<file path="src/rtl/serial_adder.sv">
// Bit-serial adder: one full-adder cell plus a carry flop computes A + B + Cin
// LSB first, one bit per clock, framed by a start/done handshake.
module serial_adder #(
  parameter int WIDTH = 8
) (
  input  logic             clk_in,
  input  logic             rst_in,
  input  logic             start_in,
  input  logic [WIDTH-1:0] a_in,
  input  logic [WIDTH-1:0] b_in,
  input  logic             c_in,
  output logic             busy_out,
  output logic             done_out,
  output logic [WIDTH-1:0] sum_out,
  output logic             c_out
);

  localparam int CW = $clog2(WIDTH + 1);
  localparam logic [CW-1:0] LAST = CW'(WIDTH - 1);

  typedef enum logic [1:0] {IDLE, RUN, DONE} state_t;

  state_t           state;
  state_t           state_next;
  logic [WIDTH-1:0] opa;
  logic [WIDTH-1:0] opb;
  logic [WIDTH-1:0] acc;
  logic             carry;
  logic [CW-1:0]    cnt;

  logic             s;
  logic             carry_next;
  logic [WIDTH:0]   acc_ext;
  logic [WIDTH-1:0] acc_next;
  logic             last_bit;

  always_ff @(posedge clk_in) begin
    if (rst_in) state <= IDLE;
    else        state <= state_next;
  end

  always_comb begin
    state_next = state;
    busy_out   = 1'b0;
    done_out   = 1'b0;
    case (state)
      IDLE: if (start_in) state_next = RUN;
      RUN: begin
        busy_out = 1'b1;
        if (last_bit) state_next = DONE;
      end
      DONE: begin
        done_out   = 1'b1;
        state_next = IDLE;
      end
      default: state_next = IDLE;
    endcase
  end

  // The single full-adder cell; acc_ext keeps the shift legal for WIDTH = 1.
  always_comb begin
    s          = opa[0] ^ opb[0] ^ carry;
    carry_next = (opa[0] & opb[0]) | (opa[0] & carry) | (opb[0] & carry);
    acc_ext    = {s, acc};
    acc_next   = acc_ext[WIDTH:1];
    last_bit   = (cnt == LAST);
  end

  always_ff @(posedge clk_in) begin
    if (rst_in) begin
      opa     <= '0;
      opb     <= '0;
      acc     <= '0;
      carry   <= 1'b0;
      cnt     <= '0;
      sum_out <= '0;
      c_out   <= 1'b0;
    end else begin
      case (state)
        IDLE: begin
          if (start_in) begin
            opa   <= a_in;
            opb   <= b_in;
            carry <= c_in;
            acc   <= '0;
            cnt   <= '0;
          end
        end
        RUN: begin
          opa   <= opa >> 1;
          opb   <= opb >> 1;
          carry <= carry_next;
          acc   <= acc_next;
          cnt   <= cnt + CW'(1);
          // Results publish only on the final bit so they hold between operations.
          if (last_bit) begin
            sum_out <= acc_next;
            c_out   <= carry_next;
          end
        end
        default: ;
      endcase
    end
  end

endmodule

</file>
<file path="config.mk">
export PLATFORM = sky130hd
export DESIGN_NAME = serial_adder
export DESIGN_NICKNAME = d
export VERILOG_FILES = /design/src/rtl/serial_adder.sv
export SDC_FILE = /design/constraint.sdc
export NUM_CORES = 1
export LEC_CHECK = 0
export ABC_AREA = 0
export BUFFER_PORTS_ARGS = -buffer_cell sky130_fd_sc_hd__buf_4
export CAP_MARGIN = 20
export CORE_MARGIN = 4
export CORE_UTILIZATION = 25
export CTS_BUF_LIST = sky130_fd_sc_hd__clkbuf_16
export DETAILED_ROUTE_END_ITERATION = 8
export GPL_TIMING_DRIVEN = 0
export PLACE_DENSITY = 0.48
export RECOVER_POWER = 25
export SKIP_LAST_GASP = 1
export SLEW_MARGIN = 20
export SYNTH_ARGS = -nofsm -noshare
export SYNTH_HDL_FRONTEND = slang
export SYNTH_SLANG_ARGS = --single-unit
</file>
<file path="constraint.sdc">
create_clock -name clk_in -period 1.9 [get_ports clk_in]
set_input_delay 0.095 -clock clk_in [delete_from_list [all_inputs] [get_ports clk_in]]
set_output_delay 0.095 -clock clk_in [all_outputs]
set_load 0.1 [all_outputs]
</file>
==> summary.md <==
| Metric | Value |
|---|---|
| Ys async rst share | `0%` |
| Overflow after GRT | `0` |
| Power Internal | `1.45 mW` |
| DRT antenna net count | `0` |
| Average size of a mapped cell | `9.00 um^2` |
| Number of synthesized flops with an enable pin | `0` |
| Worst slew pin tran | `1.17 ns` |
| Clk sinks | `39` |
| Max cap viols | `0` |
| Worst Path Arrival | `1.59 ns` |
| CTS resizes | `0` |
| YS warnings | `0` |
| Total number of vias | `1574` |
| R2R Path End | `cnt[3]$_SDFFE_PP0P_` |
| CTS buffer count | `5` |
| Kind of critical path | `flip-flop to primary output` |
| Clk pwr share | `41.0%` |
| PD cells | `830 nW/um^2` |
| Yosys top cell by area | `dfxtp_1` |
| Max Slew Vio Count | `0` |
| Yosys reg bits | `39` |
| Final WL | `about 4500 um` |
| Final WS setup | `0.218 ns` |
| Initial Util | `between 20% and 30%` |
| CP endpoint | `done_out` |
| Crit path buf inv count | `3` |
| Syn nets | `227` |
| Clock-pin slew on the worst setup and hold paths | `0.06 ns` |
| RSZ-0062 raised after global routing | `false` |
| # Post-CTS Setup Buffers | `0` |
| Die area | `8820 um^2` |
| Post-CTS Hold Buffers | `0` |
| CP startpoint | `state[1]$_SDFFE_PP0P_` |
| Post-synthesis sequential area ratio | `42.3%` |
| Vias in the first global route | `1597` |
| Critical Path Source Type | `flip-flop` |
| Most common cell in the netlist | `dfxtp_1` |
| Setup crit end kind | `primary output` |
| Cell count after synthesis | `205` |
| Status | `complete, no violations` |
| Cell area after synthesis | `1850 um^2` |
| Total net switching power | `0.464 mW` |
| Post-synth top cells | `39 x dfxtp_1, 30 x a21oi_1, 22 x nor2_1, 11 x nand3_1, 9 x inv_1` |
| Reg2Reg Depth | `5` |
| Slowest library cell on the worst path | `dfxtp_1` |
| Leakage | `a little over 0.9 nW` |
| Logic pwr share | `12.9%` |
| Sequential share of power | `46.2%` |
| Tmin final | `1.68 ns` |
| Drt first-iter violations | `between 70 and 80` |
| DR WL/cell | `13.3 um` |
| Crit path max fanout | `10` |
| Max Root-Sink Buffers | `2` |
| Synth Flop Type | `dfxtp_1` |
| Max VDD drop | `between 0.2 and 0.3 mV` |
| Buffers added on ports | `30` |
| Fin Clk Skew | `0.00304 ns` |
| WP depth | `4` |
| WP data required | `1.80 ns` |
| Fin. Hold Viols | `0` |
| Final period utilization | `88.5%` |
| Largest stage delay, worst path | `0.45 ns` |
| Root Driver | `clkbuf_16` |
| Chip Width | `93.9 um` |
| Routability cong. | `0.707` |
| CTS H-tree lvls | `2` |
| Largest net degree at the start of global routing | `12` |
| Vias per cell | `4.60` |
| Synth top area share | `between 40% and 50%` |
| Worst-skew pair later-pin latency | `0.28 ns` |
| F_max | `0.595 GHz` |
| DR DRC count | `0` |
| Setup violations, final | `0` |
| Area Overhead vs Synth | `24.9%` |
| First-pass GRT wire length | `7850 um` |
| R2r setup slk | `between 0.4 and 0.5 ns` |
| Reg2reg start | `state[0]$_SDFFE_PP0P_` |
| Top post-synthesis cells by area | `dfxtp_1 42%, a21oi_1 8.1%, o221a_2 4.9%, nor2_1 4.5%, buf_6 3.7%` |
| Setup TNS | `0 ns` |
| Initial antenna violation count | `0` |
| Post-DP HPWL | `around 3100 um` |
| Hold Slack | `0.101 ns` |
| Nets | `264` |
| Core ar. | `7210 um^2` |
| Tot GR Track Use | `11.2%` |
| # diodes | `0` |
| First-pass iteration count of the detailed router | `4` |
| Top cell by count, worst path | `buf_4` |
| Switch share | `24.3%` |
| IO Count | `31` |
| Place WS | `0.455 ns` |
| Hold Crit Class | `input pin to flip-flop` |
| Share of cells above drive strength 1 | `24.7%` |
| Die Y | `about 94 um` |
| Num rows | `31` |
| Family with the most delay on the worst path | `buffers and inverters` |
| Critical-path cell list | `buf_4 -> buf_4 -> nor2b_2 -> buf_4` |
| CTS tree | `built` |
| Slew margin rel. | `22.4%` |
| Synth unique cells | `34` |
[worst reg2reg max path, delay by kind of cell (launching register included)]
kind / cells / cell delay, ns
buffers and inverters: 3 / 0.69
DFF: 1 / 0.38
AOI/OAI and AO/OA: 1 / 0.18
and+or+nand+nor: 1 / 0.13
[sequential cells by signal (all words and copies together), names as in the netlist]
name and flops:
carry 1, acc 7, sum_out 8, cnt 4, state 2, opb 8, opa 8, c_out 1
[cells by family (layout without fill, tap and decap cells)]
family,Yosys count,after routing,synth area share (%)
simple gates,69,69,20.4
flops,39,39,42.3
fa+ha+maj,2,2,1.76
buf+inv,27,65,9.02
compound gates,68,68,26.5
[metal layers]
| layer | share of wire [%] | vias to the layer above | routed length (um) | global-route usage [%] |
|---|---|---|---|---|
| met5 | 0 | - | 0 | 0 |
| met4 | 2.0 | 0 | 89 | 4.45 |
| met3 | 4.6 | 7 | 210 | 2.96 |
| met2 | 42 | 31 | 1930 | 16.2 |
| met1 | 51 | 724 | 2310 | 15.8 |
| li1 | - | 812 | - | - |
[layout make-up]
type	instances	area, um^2
buffer	18	129
inverter	9	33.8
fill	785	4910
sequential	39	781
timing repair buffer	30	199
clock inverter	3	12.5
clock buffer	5	125
multi-input combinational	139	901
tap	99	124
[how the worst min path moves through the flow]
stage / endpoint / slack, ns / cells past startpoint / start
2_1_floorplan: opa[7]$_SDFFE_PP0P_ / 0.28 / 2 / a_in[7]
3_3_place_gp: opb[7]$_SDFFE_PP0P_ / 0.38 / 3 / b_in[7]
3_5_place_dp: opb[7]$_SDFFE_PP0P_ / 0.39 / 3 / b_in[7]
4_1_cts: opb[7]$_SDFFE_PP0P_ / 0.1 / 3 / b_in[7]
5_1_grt: opb[7]$_SDFFE_PP0P_ / 0.13 / 3 / b_in[7]
6_report: opb[7]$_SDFFE_PP0P_ / 0.10 / 3 / b_in[7]
[cell usage in the layout, fill, tap and decap left out, drive strengths merged]
master / instances
a211oi: 2
a21oi: 30
a22oi: 8
a31oi: 1
and2b: 1
and3b: 1
buf: 34
clkbuf: 19
clkinv: 1
dfxtp: 39
fa: 1
ha: 1
inv: 11
nand2: 4
nand2b: 9
nand3: 11
nor2: 22
nor2b: 3
nor3: 8
nor4: 1
o211a: 1
o21ba: 1
o21bai: 1
o221a: 8
o22a: 5
o22ai: 2
o31ai: 9
or2: 1
or3: 1
or3b: 7
[power groups by stage]
stage / clock [mW] / combinational [mW] / sequential, mW
global placement: 0 / 0.250 / 0.900
CTS: 0.820 / 0.250 / 0.883
floorplan: 0 / 0.176 / 0.894
finish: 0.784 / 0.246 / 0.883
detailed placement: 0 / 0.249 / 0.900
global route: 0.861 / 0.275 / 0.889
[metrics by stage]
stage	power [mW]	instances	util, %	cell area [um^2]
global route	2.03	342	31.9	2300
global placement	1.15	334	30.5	2200
detailed placement	1.15	334	30.5	2200
finish	1.91	342	31.9	2300
floorplan	1.07	205	-	1850
CTS	1.95	342	32.4	2330
(Power assumes the default switching activity.)
